### config.mk
export PLATFORM = sky130hd
export DESIGN_NAME = pll_scan_ctrl
export DESIGN_NICKNAME = d
export VERILOG_FILES = /design/src/rtl/pll_scan_ctrl.sv
export SDC_FILE = /design/constraint.sdc
export NUM_CORES = 1
export LEC_CHECK = 0
export BUFFER_PORTS_ARGS = -buffer_cell sky130_fd_sc_hd__buf_2
export CAP_MARGIN = 25
export CORE_ASPECT_RATIO = 0.8
export CORE_MARGIN = 3
export CORE_UTILIZATION = 57
export CTS_CLUSTER_SIZE = 20
export DETAILED_ROUTE_END_ITERATION = 16
export PLACE_DENSITY = 0.77
export SLEW_MARGIN = 10
export SYNTH_ARGS = -nofsm -noshare
export SYNTH_HDL_FRONTEND = slang
export SYNTH_SLANG_ARGS = --single-unit
### constraint.sdc
create_clock -name clock -period 2.33 [get_ports clock]
set_input_delay 0.466 -clock clock [delete_from_list [all_inputs] [get_ports clock]]
set_output_delay 0.466 -clock clock [all_outputs]
set_load 0.01 [all_outputs]
### src/rtl/pll_scan_ctrl.sv
// Loads one PLL scan-chain image bit-serially from a latency-N ROM into a cache,
// then shifts it into the PLL on reconfig, strobes configupdate and waits for lock.
module pll_scan_ctrl #(
    parameter int SCAN_LEN      = 144,
    parameter int ROM_LATENCY   = 2,
    parameter int SETTLE_CYCLES = 16,
    parameter int LOCK_TIMEOUT  = 4096
) (
    input  logic       clock,
    input  logic       reset_n,
    input  logic       trigger_read,
    input  logic       reconfig,
    input  logic       rom_q,
    input  logic       pll_locked,
    output logic [7:0] rom_address,
    output logic       rom_read_ena,
    output logic       busy,
    output logic       scanclk,
    output logic       scanclkena,
    output logic       scandata,
    output logic       configupdate,
    output logic       lock_error,
    output logic [2:0] state_dbg
);

    // Handshake: trigger_read and reconfig are single-cycle request pulses with no
    // ready; busy is the only back-pressure and requests that arrive while busy are
    // either latched (reconfig during a load) or dropped, never queued further.

    typedef enum logic [2:0] {
        IDLE,
        LOAD,
        DRAIN,
        SHIFT,
        UPDATE,
        SETTLE,
        LOCKWAIT
    } state_t;

    localparam int M1 = (2 * SCAN_LEN > LOCK_TIMEOUT) ? 2 * SCAN_LEN : LOCK_TIMEOUT;
    localparam int M2 = (M1 > SETTLE_CYCLES) ? M1 : SETTLE_CYCLES;
    localparam int CNT_MAX = (M2 > ROM_LATENCY) ? M2 : ROM_LATENCY;
    localparam int CW = $clog2(CNT_MAX) + 1;

    localparam logic [7:0]    LAST_ADDR   = 8'(SCAN_LEN - 1);
    localparam logic [CW-1:0] DRAIN_LAST  = CW'(ROM_LATENCY - 1);
    localparam logic [CW-1:0] SHIFT_LAST  = CW'(2 * SCAN_LEN - 1);
    localparam logic [CW-1:0] UPDATE_LAST = CW'(1);
    localparam logic [CW-1:0] SETTLE_LAST = CW'(SETTLE_CYCLES - 1);
    localparam logic [CW-1:0] LOCK_LAST   = CW'(LOCK_TIMEOUT - 1);

    state_t state, state_next;

    logic [CW-1:0]          cnt;
    logic [SCAN_LEN-1:0]    cache;
    logic                   cache_valid;
    logic                   pending;
    logic [ROM_LATENCY-1:0] cap_vld;
    logic [7:0]             cap_addr [ROM_LATENCY];
    logic                   locked_meta;
    logic                   locked_sync;
    logic [7:0]             bit_idx;
    logic                   shifting_now;
    logic                   shifting_next;

    assign state_dbg = state;

    // Each cache bit spans two clocks: one scanclk low phase and one high phase.
    assign bit_idx       = 8'(cnt >> 1);
    assign shifting_now  = (state == SHIFT) || (state == UPDATE);
    assign shifting_next = (state_next == SHIFT) || (state_next == UPDATE);

    always_ff @(posedge clock or negedge reset_n) begin
        if (!reset_n) begin
            state <= IDLE;
        end else begin
            state <= state_next;
        end
    end

    always_comb begin
        state_next   = state;
        rom_read_ena = 1'b0;
        busy         = (state != IDLE);
        scanclkena   = 1'b0;
        scandata     = 1'b0;
        configupdate = 1'b0;
        unique case (state)
            IDLE: begin
                if (trigger_read) begin
                    state_next = LOAD;
                end else if ((reconfig || pending) && cache_valid) begin
                    state_next = SHIFT;
                end
            end
            LOAD: begin
                rom_read_ena = 1'b1;
                if (rom_address == LAST_ADDR) state_next = DRAIN;
            end
            DRAIN: begin
                if (cnt == DRAIN_LAST) state_next = IDLE;
            end
            SHIFT: begin
                scanclkena = 1'b1;
                scandata   = cache[bit_idx];
                if (cnt == SHIFT_LAST) state_next = UPDATE;
            end
            UPDATE: begin
                scanclkena   = 1'b1;
                configupdate = 1'b1;
                if (cnt == UPDATE_LAST) state_next = SETTLE;
            end
            SETTLE: begin
                if (cnt == SETTLE_LAST) state_next = LOCKWAIT;
            end
            LOCKWAIT: begin
                if (locked_sync || (cnt == LOCK_LAST)) state_next = IDLE;
            end
            default: state_next = IDLE;
        endcase
    end

    always_ff @(posedge clock or negedge reset_n) begin
        if (!reset_n) begin
            cnt         <= '0;
            rom_address <= '0;
            cache       <= '0;
            cache_valid <= 1'b0;
            pending     <= 1'b0;
            cap_vld     <= '0;
            for (int i = 0; i < ROM_LATENCY; i++) cap_addr[i] <= '0;
            scanclk     <= 1'b0;
            lock_error  <= 1'b0;
            locked_meta <= 1'b0;
            locked_sync <= 1'b0;
        end else begin
            locked_meta <= pll_locked;
            locked_sync <= locked_meta;

            // One counter serves every timed state; it restarts on each transition.
            if (state_next != state) begin
                cnt <= '0;
            end else if (cnt != '1) begin
                cnt <= cnt + 1'b1;
            end

            if ((state == IDLE) && (state_next == LOAD)) begin
                rom_address <= '0;
            end else if ((state == LOAD) && (rom_address != LAST_ADDR)) begin
                rom_address <= rom_address + 1'b1;
            end

            // Address/enable delay line aligned with the ROM read latency.
            cap_vld[0]  <= rom_read_ena;
            cap_addr[0] <= rom_address;
            for (int i = 1; i < ROM_LATENCY; i++) begin
                cap_vld[i]  <= cap_vld[i-1];
                cap_addr[i] <= cap_addr[i-1];
            end
            if (cap_vld[ROM_LATENCY-1]) cache[cap_addr[ROM_LATENCY-1]] <= rom_q;

            if ((state == IDLE) && (state_next == LOAD)) begin
                cache_valid <= 1'b0;
            end else if ((state == DRAIN) && (state_next == IDLE)) begin
                cache_valid <= 1'b1;
            end

            if ((state == IDLE) && trigger_read && reconfig) begin
                pending <= 1'b1;
            end else if (((state == LOAD) || (state == DRAIN)) && reconfig) begin
                pending <= 1'b1;
            end else if ((state == IDLE) && (state_next == SHIFT)) begin
                pending <= 1'b0;
            end

            // Registered so the PLL never sees a decode glitch on its scan clock.
            if (shifting_now && shifting_next) begin
                scanclk <= ~scanclk;
            end else begin
                scanclk <= 1'b0;
            end

            if (state == LOCKWAIT) begin
                if (locked_sync) begin
                    lock_error <= 1'b0;
                end else if (cnt == LOCK_LAST) begin
                    lock_error <= 1'b1;
                end
            end
        end
    end

endmodule

==> impl_metrics.tcl, run 1 <==
set metrics [dict create \
    final_nets 929 \
    maxSlewViolCount 0 \
    cp-end-kind "output pin" \
    rsz0062_at_grt "true" \
    portBuffers 23 \
    fmax_ghz 0.305 \
    clock-sinks 192 \
    postSynthAreaPerCell_um2 11.5 \
    hold_ws_ns 0.0197 \
    clk_latency_ns 0.44 \
    numCtsBuffers 17 \
    row_count 42 \
    grt_pass1_wl_mm 39.3 \
    status "complete, but fails checks" \
    finalCritPeriodShare_pct 141 \
    wl_mm 24.8 \
    die_w_um 152 \
    power_density_nw_per_um2 579 \
    r2r_cells 9 \
    start_kind "flip-flop" \
    n_antenna_cell 0 \
    hold_path.class "primary input to asynchronous set/reset pin" \
    fin_skew_ns 0.00730 \
    antenna_found_initial 0 \
    firstDrtPassIters 5 \
    wire_per_inst_um 21.5 \
    cts_htree_levels 4 \
    gp_congestion 0.894 \
    drive_above_1_share_pct 36.7 \
    grt_max_degree 65 \
    vias_per_cell 6.13 \
    final_common_cell "dfrtp_1" \
    clk_pin_slew_ns 0.07 \
    dieArea_um2 18600 \
    dp_hpwl_mm 16.5 \
    async_flop_share_pct 100 \
    yosysTopAreaCell "dfrtp_1" \
    drc 0 \
    cts_tree "built" \
    required_ns 1.86 \
    grt_overflow 0 \
    ys_ff_latch 192 \
    grt_pass1_vias 6996 \
    syn_area_um2 9710 \
    peakVddDrop_mv 0.465 \
    path_cells "buf_12 -> buf_12 -> buf_4 -> mux2_2 -> o22ai_2 -> nor4_1 -> o32a_1 -> nor4_2 -> o311ai_2 -> buf_2" \
    crit-reg2reg-launch "cnt[1]$_DFFE_PN0P_" \
    criticalPathCategory "flip-flop to output pin" \
    yosysSeqAreaShare_pct 49.5 \
    slew_headroom_pct 59.2 \
    start_util_pct 58.5 \
    root_buffer "clkbuf_16" \
    synth.area.top_cells "dfrtp_1, mux2_2, nor2_1" \
    fin_crit_ns 3.28 \
    yosysTopAreaCellShare_pct 49.5 \
    worst_pin_slew_ns 0.611 \
    total_power_uw 6500 \
    fin_ws_ns -0.946 \
    syn-num-nets 850 \
    worstPathMaxFanout 8 \
    hold_viol 0 \
    fp.coreArea_um2 16600 \
    drtAntennaViolNets 0 \
    worstReg2RegEnd "cnt[1]$_DFFE_PN0P_" \
    yosysWarnings 0 \
    setup_viol 15 \
    clk_path_buf_depth 2 \
    final_cell_mix "dfrtp_1, mux2_2, nor2_1, nand2_1, buf_4" \
    p_leak_uw 0.00475 \
    critPathSlowestCell "dfrtp_2" \
    num_vias 7071 \
    ys_types 68 \
    maxCapViolations 0 \
    crit_top_cell "buf_12" \
    drt_iter0_drc 656 \
    synth_edf_count 0 \
    failed_checks "negative setup slack" \
    crit_arrival_ns 2.81 \
    cts_hold_buf 0 \
    syn_to_final_growth_pct 15.6 \
    reg2reg_slack_ns -0.32 \
    ios 24 \
    syn_inst 841 \
    worst_path_largest_cell_delay_ns 0.41 \
    chipHeight_um 123 \
    grt_use_total_pct 27.2 \
    synth_flop_cell "dfrtp_1" \
]
[state kept, by name (all words and copies together) (netlist names)]
signal and flops:
cache 144, cache_valid 1, cap_addr 16, cap_vld 2
cnt 13, lock_error 1, locked_meta 1, locked_sync 1
pending 1, rom_address 8, scanclk 1, state_dbg 3
[power breakdown]
| group | internal, uW | total, uW | switching, uW |
|---|---|---|---|
| sequential | 3380 | 3410 | 29.0 |
| combinational | 92.2 | 228 | 136 |
| clock | 1450 | 2860 | 1410 |
[area by class of cell]
class / instances / area, um2
multi-input cells: 586 / 4590
inverters: 11 / 41.3
well taps: 220 / 275
repair buffers: 112 / 931
clock buffers: 18 / 439
clock inverters: 14 / 143
fillers: 1203 / 5380
flip-flops and latches: 192 / 4810
[per-layer routing]
layer / vias to the layer above / share of wire (%) / GRT usage [%]
met1: 3610 / 44 / 39.2
met4: 0 / 2.6 / 8.37
met5: - / 0 / 0
li1: 3130 / - / -
met3: 61 / 8.1 / 6.13
met2: 270 / 46 / 41.8
[cell usage after synthesis, drive strengths merged, types with 2 or more instances]
cell,n
ha,3
inv,11
buf,19
a41oi,2
xor2,9
mux4,25
and2b,2
a32o,2
and2,3
mux2,151
nor2,140
a21oi,5
nor3b,4
or3,2
nor3,13
a211oi,4
nor4,5
o311ai,2
clkbuf,32
nand3b,4
nand3,22
nand4,10
and4,4
o211ai,2
and3,7
dfrtp,192
nand2b,5
o2111ai,3
mux2i,24
o21ai,8
a22oi,5
nor2b,9
xnor2,8
nand2,86
[worst max-delay path by stage]
| stage | cells after the start | startpoint | to |
|---|---|---|---|
| floorplan | 8 | cnt[1]$_DFFE_PN0P_ | scandata |
| global placement | 8 | cnt[1]$_DFFE_PN0P_ | scandata |
| detailed placement | 8 | cnt[1]$_DFFE_PN0P_ | scandata |
| CTS | 9 | cnt[1]$_DFFE_PN0P_ | scandata |
| global route | 10 | cnt[1]$_DFFE_PN0P_ | scandata |
| finish | 10 | cnt[1]$_DFFE_PN0P_ | scandata |
[what timing repair did]
action,CTS,global route
endpoints found under the setup margin,25,26
cloned,0,0
gates resized for setup,3,13
buffers inserted,6,1
pin swaps,0,5
[metrics by stage]
| stage | worst slack, ns | std cells | util, % | TNS, ns | instance area (um2) |
|---|---|---|---|---|---|
| after floorplan | -0.0896 | 841 | - | -0.252 | 9720 |
| after global placement | -0.588 | 1114 | 63.5 | -6.28 | 10500 |
| after detailed placement | -0.605 | 1114 | 63.5 | -7.16 | 10500 |
| after CTS | -0.949 | 1152 | 67.3 | -6.54 | 11200 |
| after global routing | -1.03 | 1153 | 67.6 | -6.11 | 11200 |
| final | -0.946 | 1153 | 67.6 | -3.45 | 11200 |
[worst max-delay path: cells and delay by family (launching register included)]
kind                   cells  cell delay [ns]
AO/OA/AOI/OAI              3             0.66
flip-flops                 1             0.41
AND/OR/NAND/NOR            2             0.36
multiplexers               1             0.34
buffers and inverters      4             0.58
[logic make-up after synthesis]
kind of cell	after synthesis	share of synthesized area, %
adder cells (fa/ha/maj)	3	0.387
AO/OA/AOI/OAI	45	3.58
flip-flops	192	49.5
multiplexers	200	26.1
buffers and inverters	63	3.56
XOR/XNOR	17	1.53
AND/OR/NAND/NOR	321	15.4
Power figures use the tool's default switching activity.
==> run 2: changes to the inputs <==
CAP_MARGIN = 10   (was 25)
CORE_ASPECT_RATIO = 1.75   (was 0.8)
REMOVE_ABC_BUFFERS = 1   (was default)
==> impl_metrics.tcl, run 2 (same netlist as run 1, synthesis figures left out) <==
set metrics [dict create \
    status "complete, but fails checks" \
    failed_checks "negative setup slack" \
    drc 0 \
    clk_path_buf_depth 2 \
    drtAntennaViolNets 0 \
    grt_use_total_pct 27.5 \
    reg2reg_slack_ns -0.45 \
    fill_cells 1238 \
    critPathSlowestCell "mux4_2" \
    largest-register "cache" \
    critPathCapture "scandata" \
    final_cell_mix "dfrtp_1, mux2_2, nor2_1, nand2_1, buf_4" \
    clk_latency_ns 0.43 \
    ios 24 \
    gp_congestion 0.968 \
    fin_crit_ns 3.33 \
    final_common_cell "dfrtp_1" \
    regArea_um2 4810 \
    drt_iter0_drc 477 \
    worstPathMaxFanout 11 \
    final_nets 934 \
    clock-sinks 192 \
    maxCapViolations 0 \
    fp.coreArea_um2 16600 \
    largestRegisters "cache (144), cap_addr (16), cnt (13)" \
    start_kind "flip-flop" \
    hold_path.class "primary input to flip-flop" \
    die_w_um 105 \
    grt_pass1_wl_mm 39.0 \
    firstDrtPassIters 7 \
    maxSlewViolCount 0 \
    portBuffers 23 \
    chipHeight_um 179 \
    cts_htree_levels 4 \
    clk_pin_slew_ns 0.07 \
    largest_reg_flops 144 \
    root_buffer "clkbuf_16" \
    syn_to_final_growth_pct 15.6 \
    row_count 62 \
    slew_headroom_pct 57.7 \
    worst_pin_slew_ns 0.633 \
    multi_input_area_um2 4590 \
    grt_pass1_vias 7145 \
    grt_max_degree 55 \
    cts_tree "built" \
    hold_ws_ns 0.140 \
    startpoint "cnt[1]$_DFFE_PN0P_" \
    hold_path_depth 1 \
    grt_overflow 0 \
    criticalPathCategory "flip-flop to output pin" \
    required_ns 1.86 \
    rsz0062_at_grt "true" \
    hold_viol 0 \
    finalCritPeriodShare_pct 143 \
    power_density_nw_per_um2 573 \
    worstReg2RegEnd "cnt[1]$_DFFE_PN0P_" \
    path_cells "buf_12 -> mux4_2 -> o221a_2 -> o32a_1 -> nor4_4 -> o311ai_2 -> buf_2" \
    crit_arrival_ns 2.87 \
    wire_per_inst_um 21.2 \
    crit-reg2reg-launch "cnt[1]$_DFFE_PN0P_" \
    cp-end-kind "output pin" \
    dp_hpwl_mm 17.0 \
    wl_mm 24.7 \
    setup_viol 23 \
    r2r_cells 10 \
    num_vias 6991 \
    p_leak_uw 0.00478 \
    numCtsBuffers 17 \
    worst_path_largest_cell_delay_ns 0.51 \
    start_util_pct 58.5 \
    fin_skew_ns 0.00881 \
    peakVddDrop_mv 0.423 \
    drive_above_1_share_pct 35.8 \
    fin_ws_ns -1.00 \
    antenna_found_initial 0 \
    vias_per_cell 6.02 \
    dieArea_um2 18700 \
    total_power_uw 6430 \
    n_antenna_cell 0 \
    fmax_ghz 0.300 \
]
==> run 2: cell count changes in the layout (fill, tap and decap cells not counted), moves of 3 or more <==
cell	delta
buf_4	+5
clkinv_2	+4
dfrtp_2	-4
dfrtp_1	+3
inv_8	-3
mux4_1	+3
mux4_2	-3
==> run 2: area by class of cell <==
cell class                      count  area share, %
Timing Repair Buffer              117           8.50
Clock buffer                       20           3.98
Tap cell                          224           2.50
Inverter                           11          0.368
Sequential cell                   192           42.8
Clock inverter                     12          0.970
Multi-Input combinational cell    586           40.9
==> run 2: per-stage QoR <==
stage	setup slack, ns	cells	TNS [ns]	utilization (%)	cell area (um2)
detailed placement	-0.945	1127	-5.22	63.8	10600
finish	-1.00	1162	-9.18	67.6	11200
global placement	-0.944	1127	-4.15	63.8	10600
CTS	-1.01	1162	-8.36	67.6	11200
global route	-1.05	1162	-11.76	67.6	11200
floorplan	-1.50	789	-29.87	-	9410
==> run 2: worst min path at each step <==
stage,start,end
floorplan,reset_n,cache[0]$_DFFE_PN0P_
global placement,cap_addr[10]$_DFF_PN0_,cap_addr[2]$_DFF_PN0_
detailed placement,cap_addr[8]$_DFF_PN0_,cap_addr[0]$_DFF_PN0_
CTS,pll_locked,locked_meta$_DFF_PN0_
global route,pll_locked,locked_meta$_DFF_PN0_
finish,pll_locked,locked_meta$_DFF_PN0_
==> run 2: layer usage <==
metal / GRT usage (%) / vias up / share of wire, % / wire length, um
met5: 0 / - / 0 / 0
met4: 16.7 / 0 / 6.0 / 1490
met3: 4.61 / 104 / 4.6 / 1120
met2: 46.3 / 216 / 50 / 12400
met1: 33.2 / 3541 / 39 / 9640
li1: - / 3130 / - / -
==> run 2: power breakdown <==
| part | switching [uW] | internal [uW] | total (uW) |
|---|---|---|---|
| registers | 28.9 | 3380 | 3410 |
| logic | 135 | 94.1 | 229 |
| clock network | 1280 | 1510 | 2790 |
==> run 2: worst max-delay path: cells and delay by family (launching register included) <==
| family | cells | cell delay [ns] |
|---|---|---|
| DFF | 1 | 0.43 |
| and+or+nand+nor | 1 | 0.35 |
| buffers and inverters | 2 | 0.33 |
| AOI/OAI and AO/OA | 3 | 0.80 |
| muxes | 1 | 0.51 |
==> run 2: what timing repair did <==
action / 4_1_cts / 5_1_grt
pin swaps: 1 / 0
endpoints found under the hold margin: 1 / 0
setup buffers: 3 / 0
endpoints found under the setup margin: 23 / 25
hold buffers: 1 / 0
gates resized for setup: 7 / 2
